$ cat src/rtl/register_chain_pkg.sv
// Shared types and constants for the register chain driver.
package register_chain_pkg;

   localparam int unsigned CHAIN_LEN_DEFAULT = 8;

   typedef enum logic [1:0] {
      IDLE,
      SHIFT,
      UPDATE,
      DONE
   } state_t;

endpackage

$ cat src/rtl/register_chain_driver_if.sv
// Host handshake and chain-side signals of the register chain driver.
interface register_chain_driver_if #(
   parameter int unsigned CHAIN_LEN = register_chain_pkg::CHAIN_LEN_DEFAULT
);

   logic [CHAIN_LEN-1:0] data_in;
   logic                 data_valid;
   logic                 data_ready;
   logic                 chain_data;
   logic                 chain_enable;
   logic                 chain_update;
   logic                 chain_return;
   logic                 busy;
   logic                 done;
   logic [CHAIN_LEN-1:0] readback_data;
   logic                 readback_valid;

   modport master (
      output data_in, data_valid, chain_return,
      input  data_ready, chain_data, chain_enable, chain_update,
             busy, done, readback_data, readback_valid
   );

   modport slave (
      input  data_in, data_valid, chain_return,
      output data_ready, chain_data, chain_enable, chain_update,
             busy, done, readback_data, readback_valid
   );

endinterface

$ cat src/rtl/register_chain_serializer.sv
// Parallel-load MSB-first shift register with registered serial bit and shift down-counter.
module register_chain_serializer
   import register_chain_pkg::*;
#(
   parameter int unsigned CHAIN_LEN = CHAIN_LEN_DEFAULT
) (
   input  logic                 clk,
   input  logic                 reset,
   input  logic                 load_i,
   input  logic                 shift_i,
   input  logic                 clear_i,
   input  logic [CHAIN_LEN-1:0] data_i,
   output logic                 bit_o,
   output logic                 last_o
);

   localparam int unsigned CNT_W = $clog2(CHAIN_LEN + 1);

   logic [CHAIN_LEN-1:0] sr_q, sr_d;
   logic [CNT_W-1:0]     cnt_q, cnt_d;
   logic                 bit_q, bit_d;

   // The MSB leaves on load straight into bit_q, so sr holds only the bits still to send.
   always_comb begin
      sr_d  = sr_q;
      cnt_d = cnt_q;
      bit_d = bit_q;
      if (load_i) begin
         bit_d = data_i[CHAIN_LEN-1];
         sr_d  = data_i << 1;
         cnt_d = CNT_W'(CHAIN_LEN);
      end else if (clear_i) begin
         bit_d = 1'b0;
         sr_d  = '0;
         cnt_d = '0;
      end else if (shift_i) begin
         bit_d = sr_q[CHAIN_LEN-1];
         sr_d  = sr_q << 1;
         cnt_d = cnt_q - CNT_W'(1);
      end
   end

   always_ff @(posedge clk or posedge reset) begin
      if (reset) begin
         sr_q  <= '0;
         cnt_q <= '0;
         bit_q <= 1'b0;
      end else begin
         sr_q  <= sr_d;
         cnt_q <= cnt_d;
         bit_q <= bit_d;
      end
   end

   assign bit_o  = bit_q;
   assign last_o = (cnt_q == CNT_W'(1));

endmodule

$ cat src/rtl/register_chain_driver.sv
// Serial register chain driver: shift, update pulse, done pulse.
// Optional readback of previous chain contents with macro REGISTER_CHAIN_READBACK_EN.
module register_chain_driver
   import register_chain_pkg::*;
#(
   parameter int unsigned CHAIN_LEN = CHAIN_LEN_DEFAULT
) (
   input  logic                    clk,
   input  logic                    reset,
   register_chain_driver_if.slave  bus_io
);

   state_t state_q, state_d;
   logic   enable_q, enable_d;
   logic   update_q, update_d;
   logic   done_q, done_d;
   logic   load, shift, clear;
   logic   ser_bit, ser_last;

   register_chain_serializer #(
      .CHAIN_LEN (CHAIN_LEN)
   ) u_serializer (
      .clk     (clk),
      .reset   (reset),
      .load_i  (load),
      .shift_i (shift),
      .clear_i (clear),
      .data_i  (bus_io.data_in),
      .bit_o   (ser_bit),
      .last_o  (ser_last)
   );

   always_comb begin
      state_d  = state_q;
      enable_d = 1'b0;
      update_d = 1'b0;
      done_d   = 1'b0;
      load     = 1'b0;
      shift    = 1'b0;
      clear    = 1'b0;
      case (state_q)
         IDLE: begin
            if (bus_io.data_valid) begin
               state_d  = SHIFT;
               enable_d = 1'b1;
               load     = 1'b1;
            end
         end
         SHIFT: begin
            if (ser_last) begin
               state_d  = UPDATE;
               update_d = 1'b1;
               clear    = 1'b1;
            end else begin
               enable_d = 1'b1;
               shift    = 1'b1;
            end
         end
         UPDATE: begin
            state_d = DONE;
            done_d  = 1'b1;
         end
         DONE: begin
            state_d = IDLE;
         end
         default: begin
            state_d = IDLE;
         end
      endcase
   end

   always_ff @(posedge clk or posedge reset) begin
      if (reset) begin
         state_q  <= IDLE;
         enable_q <= 1'b0;
         update_q <= 1'b0;
         done_q   <= 1'b0;
      end else begin
         state_q  <= state_d;
         enable_q <= enable_d;
         update_q <= update_d;
         done_q   <= done_d;
      end
   end

   assign bus_io.data_ready   = (state_q == IDLE);
   assign bus_io.busy         = (state_q != IDLE);
   assign bus_io.chain_data   = ser_bit;
   assign bus_io.chain_enable = enable_q;
   assign bus_io.chain_update = update_q;
   assign bus_io.done         = done_q;

`ifdef REGISTER_CHAIN_READBACK_EN
   logic [CHAIN_LEN-1:0] rb_q;
   logic                 rbv_q;

   // Sampled on the same edge the cells shift, so the last cell's pre-shift value is captured.
   always_ff @(posedge clk or posedge reset) begin
      if (reset) begin
         rb_q  <= '0;
         rbv_q <= 1'b0;
      end else begin
         if (enable_q) begin
            rb_q <= (rb_q << 1) | CHAIN_LEN'(bus_io.chain_return);
         end
         rbv_q <= done_d;
      end
   end

   assign bus_io.readback_data  = rb_q;
   assign bus_io.readback_valid = rbv_q;
`else
   logic unused_chain_return;

   assign unused_chain_return   = bus_io.chain_return;
   assign bus_io.readback_data  = '0;
   assign bus_io.readback_valid = 1'b0;
`endif

endmodule

$ cat src/flat_wrapper.sv
// flat-port wrapper written by rule: the top's interface ports become plain ports
module register_chain_driver_flat import register_chain_pkg::*;
#(
   parameter int unsigned CHAIN_LEN = CHAIN_LEN_DEFAULT
)
  (clk, reset, bus_io_data_in, bus_io_data_valid, bus_io_chain_return, bus_io_data_ready, bus_io_chain_data, bus_io_chain_enable, bus_io_chain_update, bus_io_busy, bus_io_done, bus_io_readback_data, bus_io_readback_valid);
  register_chain_driver_if #(.CHAIN_LEN(CHAIN_LEN)) bus_io_i ();
  input  logic clk;
  input  logic reset;
  input wire logic [$bits(bus_io_i.data_in)-1:0] bus_io_data_in;
  input wire logic [$bits(bus_io_i.data_valid)-1:0] bus_io_data_valid;
  input wire logic [$bits(bus_io_i.chain_return)-1:0] bus_io_chain_return;
  output wire logic [$bits(bus_io_i.data_ready)-1:0] bus_io_data_ready;
  output wire logic [$bits(bus_io_i.chain_data)-1:0] bus_io_chain_data;
  output wire logic [$bits(bus_io_i.chain_enable)-1:0] bus_io_chain_enable;
  output wire logic [$bits(bus_io_i.chain_update)-1:0] bus_io_chain_update;
  output wire logic [$bits(bus_io_i.busy)-1:0] bus_io_busy;
  output wire logic [$bits(bus_io_i.done)-1:0] bus_io_done;
  output wire logic [$bits(bus_io_i.readback_data)-1:0] bus_io_readback_data;
  output wire logic [$bits(bus_io_i.readback_valid)-1:0] bus_io_readback_valid;
  assign bus_io_i.data_in = bus_io_data_in;
  assign bus_io_i.data_valid = bus_io_data_valid;
  assign bus_io_i.chain_return = bus_io_chain_return;
  assign bus_io_data_ready = bus_io_i.data_ready;
  assign bus_io_chain_data = bus_io_i.chain_data;
  assign bus_io_chain_enable = bus_io_i.chain_enable;
  assign bus_io_chain_update = bus_io_i.chain_update;
  assign bus_io_busy = bus_io_i.busy;
  assign bus_io_done = bus_io_i.done;
  assign bus_io_readback_data = bus_io_i.readback_data;
  assign bus_io_readback_valid = bus_io_i.readback_valid;
  register_chain_driver #(.CHAIN_LEN(CHAIN_LEN)) u_core (.clk(clk), .reset(reset), .bus_io(bus_io_i));
endmodule
$ cat config.mk
export PLATFORM = sky130hd
export DESIGN_NAME = register_chain_driver_flat
export DESIGN_NICKNAME = d
export VERILOG_FILES = /design/src/rtl/register_chain_pkg.sv /design/src/rtl/register_chain_driver_if.sv /design/src/rtl/register_chain_serializer.sv /design/src/rtl/register_chain_driver.sv /design/src/flat_wrapper.sv
export SDC_FILE = /design/constraint.sdc
export NUM_CORES = 1
export LEC_CHECK = 0
export CORE_MARGIN = 8
export CORE_UTILIZATION = 46
export DETAILED_ROUTE_END_ITERATION = 10
export HOLD_SLACK_MARGIN = 0.08
export PLACE_DENSITY = 0.84
export SYNTH_ARGS = -nofsm -noshare
export SYNTH_HDL_FRONTEND = slang
export SYNTH_SLANG_ARGS = --single-unit
$ cat constraint.sdc
create_clock -name clk -period 2 [get_ports clk]
set_clock_uncertainty 0.15 [all_clocks]
set_input_delay 0.4 -clock clk [delete_from_list [all_inputs] [get_ports clk]]
set_output_delay 0.4 -clock clk [all_outputs]
set_load 0.005 [all_outputs]
---- After elaboration in Yosys (flattened, before gate mapping) ----
Index checks and enable logic that the tools add are counted.
Widths: inputs -> output; s select.
word-level totals
  bits in registers ....................... 18
  word-level logic and storage cells ...... 38
  output and inout port bits .............. 15
  input bits .............................. 12
operators by class
  add/subtract/negate cells ............... 1
  multiplexer cells ....................... 20
  eq/ne operators ......................... 6
  reduce and logical (&&, ||, !) cells .... 4
operator list
  cell                 number
  $mux 8               3
  $mux 4               3
  $mux 1               10
  $pmux 2 s4           1
  $eq 2x2->1 const B   2
  $eq 4x1->1 const B   1
  $mux 2               2
  $sub 4x1->4 const B  1
  $reduce_bool 3->1    1
  $eq 2x1->1 const B   1
  $logic_not 2->1      1
  $ne 2x1->1 const B   1
  $ne 2x2->1 const B   1
  $pmux 1 s2           1
  $reduce_and 2->1     1
  $reduce_bool 2->1    1

---- Depth between registers and ports, before layout ----
  word-level depth ........................ 6
  depth in mapped cells ................... 7
  mapped depth without buffers ............ 5

---- Modules after synthesis ----
A second synthesis with hierarchy kept.
second synthesis, totals
  cell total of the unflattened synthesis .. 87
  area total of the unflattened synthesis .. 970.9 µm²
modules (own cells, without submodules)
  module                     times used  area each (µm²)  cells each
  register_chain_serializer  1           639.4            56
  register_chain_driver      1           331.6            31

---- Worst setup path before layout ----
No wires, ideal clock.
  kind .................................... reg2reg
  from .................................... register u_core.state_q[0]
  to ...................................... register u_core.u_serializer.cnt_q[0]
  path buffers ............................ 2
  data arrival time ....................... 1551 ps
  setup slack ............................. 174 ps
  period minus slack after synthesis ...... 1826 ps
  cell stages (with the launch flop) ...... 8
  cell sequence ........................... dfrtp_1 -> inv_1 -> ha_1 -> and2_1 -> buf_2 -> buf_1 -> nor2_1 -> mux2_2
on the way
  elaborated cells on any way between the ends .. 8
  classes of those cells .................. 1 x eq/ne; 5 x mux; 2 x reduce/logical
RTL lines
  element                                                       RTL line                         RTL
  start: declaration                                            register_chain_driver.sv:13      state_t state_q, state_d;
  start signal: assignment                                      register_chain_driver.sv:79      state_q <= state_d;
  $logic_not 2->1 *                                             -
  named net bus_io_data_ready                                   flat_wrapper.sv:13               output wire logic [$bits(bus_io_i.data_ready)-1:0] bus_io_data_ready;
  $mux 1 *                                                      register_chain_driver.sv:41      case (state_q)
  $reduce_bool 3->1 (no line) / $mux 4 (equally long branches)  -
  end signal: assignment                                        register_chain_serializer.sv:50  cnt_q <= cnt_d;
  end: declaration                                              register_chain_serializer.sv:20  logic [CNT_W-1:0] cnt_q, cnt_d;
The timed path passes the listed nets; every way through them passes the cells marked *.
A chain may end at the register's enable or synchronous reset.

---- Worst setup path in the final report ----
  from .................................... register u_core.u_serializer.cnt_q[1]
  to ...................................... register u_core.u_serializer.bit_q, in the netlist u_core.u_serializer.bit_o
on the way
  cells in the longest elaborated chain, start to end .. 5
  elaborated cells on any way between the ends .. 8
  classes of those cells .................. 1 x eq/ne; 6 x mux; 1 x reduce/logical
ends and longest elaborated chain
  element                 RTL line                         RTL
  $eq 4x1->1 *            register_chain_serializer.sv:56  assign last_o = (cnt_q == CNT_W'(1));
  $mux 1                  register_chain_driver.sv:50      if (ser_last) begin
  $mux 1                  register_chain_driver.sv:41
  $mux 1                  register_chain_serializer.sv:32  end else if (clear_i) begin
  $mux 1                  register_chain_serializer.sv:28  if (load_i) begin
  end signal: assignment  register_chain_serializer.sv:51  bit_q <= bit_d;
  end: declaration        register_chain_serializer.sv:21  logic bit_q, bit_d;
Every way passes the cells marked *; elsewhere a longest branch is shown, timed or not.

==> impl_results.md <==
- Synth Register Bits: 17
- Core box area: 1922 um^2
- Placed insts: 125
- Wire per inst: 14.30 um
- DRT antenna net count: 0
- R2R Path Start: u_core.u_serializer.cnt_q[1]$_DFFE_PP0P_
- VDD IR max: 0.8123 mV
- Cell variety after synth: 27
- Most common flop cell mapped by yosys: dfrtp_1
- Number of synthesized flops with an enable pin: 0
- CTS root buf: clkbuf_4
- Die ar.: 3697 um^2
- # port buffers: 16
- DR vias: 660
- Chip height: 60.81 um
- IO Pins: 27
- Max-cap viol count: 0
- Met3 Track Usage GR: 0.03390
- Setup CP Type: flip-flop to flip-flop
- Slowest stage cell, crit path: or3b_4
- Fin. max-slew vios: 0
- Worst Tran Pin Value: 0.5062 ns
- Vias/cell: 5.000
- Synth top area cells: dfrtp_1 (46%), ha_1 (8.1%), a221o_1 (7.6%)
- Combinational fraction of design power: 0.523
- DP Wirelength: 1.380 mm
- Pleak: 0.0005473 uW
- Top cells by count, synth: dfrtp_1 (17), buf_4 (9), nor3b_1 (8)
- Global route overflow: 0
- Final #Nets: 124
- H-tree depth: 1
- Largest area contributor in the netlist: dfrtp_1
- Tot GR Track Use: 0.1131
- Tmin final: 1.907 ns
- Initial antenna violation count: 0
- Int Power: 1029 uW
- Area delta synth->final: 24.66%
- Crit Path Max Fanout: 8
- Net Sw Power: 569.9 uW
- Die W: 60.81 um
- Critical Path Start Type: flip-flop
- Final Wtd Congestion: 0.7208
- Post-synth top area share: 0.4607
- Clk slew on worst S/H paths: 0.10 ns
- Layout cells sized above 1: 0.2095
- Drt drc: 0
- Clock Tree Buf Depth: 2
- Post-Syn Area: 923.4 um^2
- CTS tree: done
- First-pass iteration count of the detailed router: 4
- Outcome: finished clean
- Final Cycle Share: 0.9536
- Final hold violations: 0
- Antenna cells: 0
- Critical Path Max Stage Delay: 0.42 ns
- Synth Area per Inst: 10.99 um^2
- Max transition margin: 0.6625
- Starting density of the core: 0.4805
- Worst setup startpoint: u_core.u_serializer.cnt_q[1]$_DFFE_PP0P_
- Crit path cell chain: inv_1, ha_1, or3b_4, and3_4, a221o_1
- Final setup TNS: 0 ns
- Post-route insts no fill: 132
- Sequential-to-total area share from yosys stat: 0.4607
- First-pass GRT wire length: 3.091 mm
- Part of the power in registers: 0.363
- WL final: 1.888 mm
- Switching part of the total power: 0.3565
- Hold Crit Class: input pin to async pin
- Met2 Use GR: 0.2202
- Clk_lat worst skew: 0.29 ns
- Vias in the first global route: 750
- Pwr Density: 1389 nW/um^2
- Mapped Cells: 84
- Sink Count: 17
- Initial DRC count: 12
- Peak Freq: 524.3 MHz
- Most frequent cell after synthesis: dfrtp_1
- Post-synth ARST share: 1.000
- CTS buffer count: 3
- Hold-fix buffers, CTS: 0
- Crit path arrival time: 1.93 ns
- Met1 Use GR: 0.1040
- Req. time, crit path: 2.02 ns
- Largest net degree at the start of global routing: 17
- # setup viols final: 0
- RSZ-0062 raised after global routing: no
- Site Rows: 16
- Clock power frac: 0.113
- Yosys warning total: 0
- Nature of the critical path endpoint: flip-flop
- GRT busiest layer: met2
[layer usage]
layer / share of wire / wire [um] / vias to the layer above
met5: 0 / 0 / -
met4: 0.0064 / 12 / 0
met3: 0.079 / 150 / 2
met2: 0.53 / 1009 / 27
met1: 0.38 / 715 / 318
li1: - / - / 313
[final cells by class]
class,count,area [um^2]
Inverter,6,22.52
Multi-Input combinational cell,55,427.9
Tap cell,27,33.78
Clock buffer,3,22.52
Sequential cell,17,425.4
Fill cell,171,770.7
Clock inverter,1,5.005
Timing Repair Buffer,23,214.0
[worst paths after layout]
| kind | to | slack [ns] | cells past startpoint |
|---|---|---|---|
| hold reg to reg | u_core.bus_io.chain_update$_DFF_PP0_ | 0.37 | 1 |
| hold / removal | u_core.state_q[1]$_DFFE_PP0P_ | 0.18 | 2 |
| setup / recovery | u_core.u_serializer.bit_o$_DFFE_PP0P_ | 0.09 | 5 |
| max in group asynchronous | u_core.u_serializer.bit_o$_DFFE_PP0P_ | 1.09 | 3 |
| setup reg to reg | u_core.u_serializer.bit_o$_DFFE_PP0P_ | 0.09 | 5 |
| min in group clk | u_core.bus_io.chain_update$_DFF_PP0_ | 0.37 | 1 |
[cell usage in the layout (no fill, tap or decap), drive strengths merged, types with 2 or more instances in the layout]
cell type,count
ha,6
inv,6
clkbuf,3
or3b,2
clkdlybuf4s50,14
nor3b,8
mux2,2
nor2,3
conb,9
a221o,7
dfrtp,17
buf,7
nand2,7
[registers in the layout (all words and copies together), names as in the netlist]
register	flops
u_core.bus_io.chain_enable	1
u_core.u_serializer.sr_q	7
u_core.bus_io.done	1
u_core.bus_io.chain_update	1
u_core.u_serializer.bit_o	1
u_core.state_q	2
u_core.u_serializer.cnt_q	4
[power groups by stage]
stage	Clock [uW]	Combinational, uW	Sequential [uW]
final	181	837	581
after global routing	203	930	598
after CTS	190	821	579
after detailed placement	0	751	585
after global placement	0	716	575
after floorplan	0	553	566
[cell families after synthesis]
family,count (synthesis),synth area share
compound gates,11,0.1098
fa+ha+maj,6,0.08130
buf+inv,20,0.1287
flops,17,0.4607
mux,3,0.03523
other cells,1,0.004061
simple gates,26,0.1802
[worst max-delay path: cells and delay by family, from the launching register on]
kind,cells,cell delay (ns)
DFF,1,0.41
and+or+nand+nor,2,0.65
adders and majority gates,1,0.18
buffers and inverters,1,0.09
AOI/OAI and AO/OA,1,0.30
[through the flow]
stage / utilization / cell area (um^2) / setup slack [ns] / total power [uW] / hold slack, ns
6_report: 0.5990 / 1151 / 0.09284 / 1598 / 0.1832
5_1_grt: 0.5990 / 1151 / 0.003231 / 1731 / 0.2277
4_1_cts: 0.5905 / 1135 / 0.01177 / 1591 / 0.1901
3_5_place_dp: 0.5625 / 1081 / 0.001811 / 1336 / 0.3421
3_3_place_gp: 0.5625 / 1081 / 0.03916 / 1291 / 0.3318
2_1_floorplan: - / 953.4 / 0.1742 / 1120 / 0.1761
[repair_timing]
action / 4_1_cts / 5_1_grt
setup endpoints to repair: 2 / 2
setup buffers: 2 / 1
gates resized for setup: 5 / 2
endpoints found under the hold margin: 0 / 0
pin swaps: 0 / 0
cloned: 0 / 0
No activity file was read; power rests on OpenSTA's default activity.
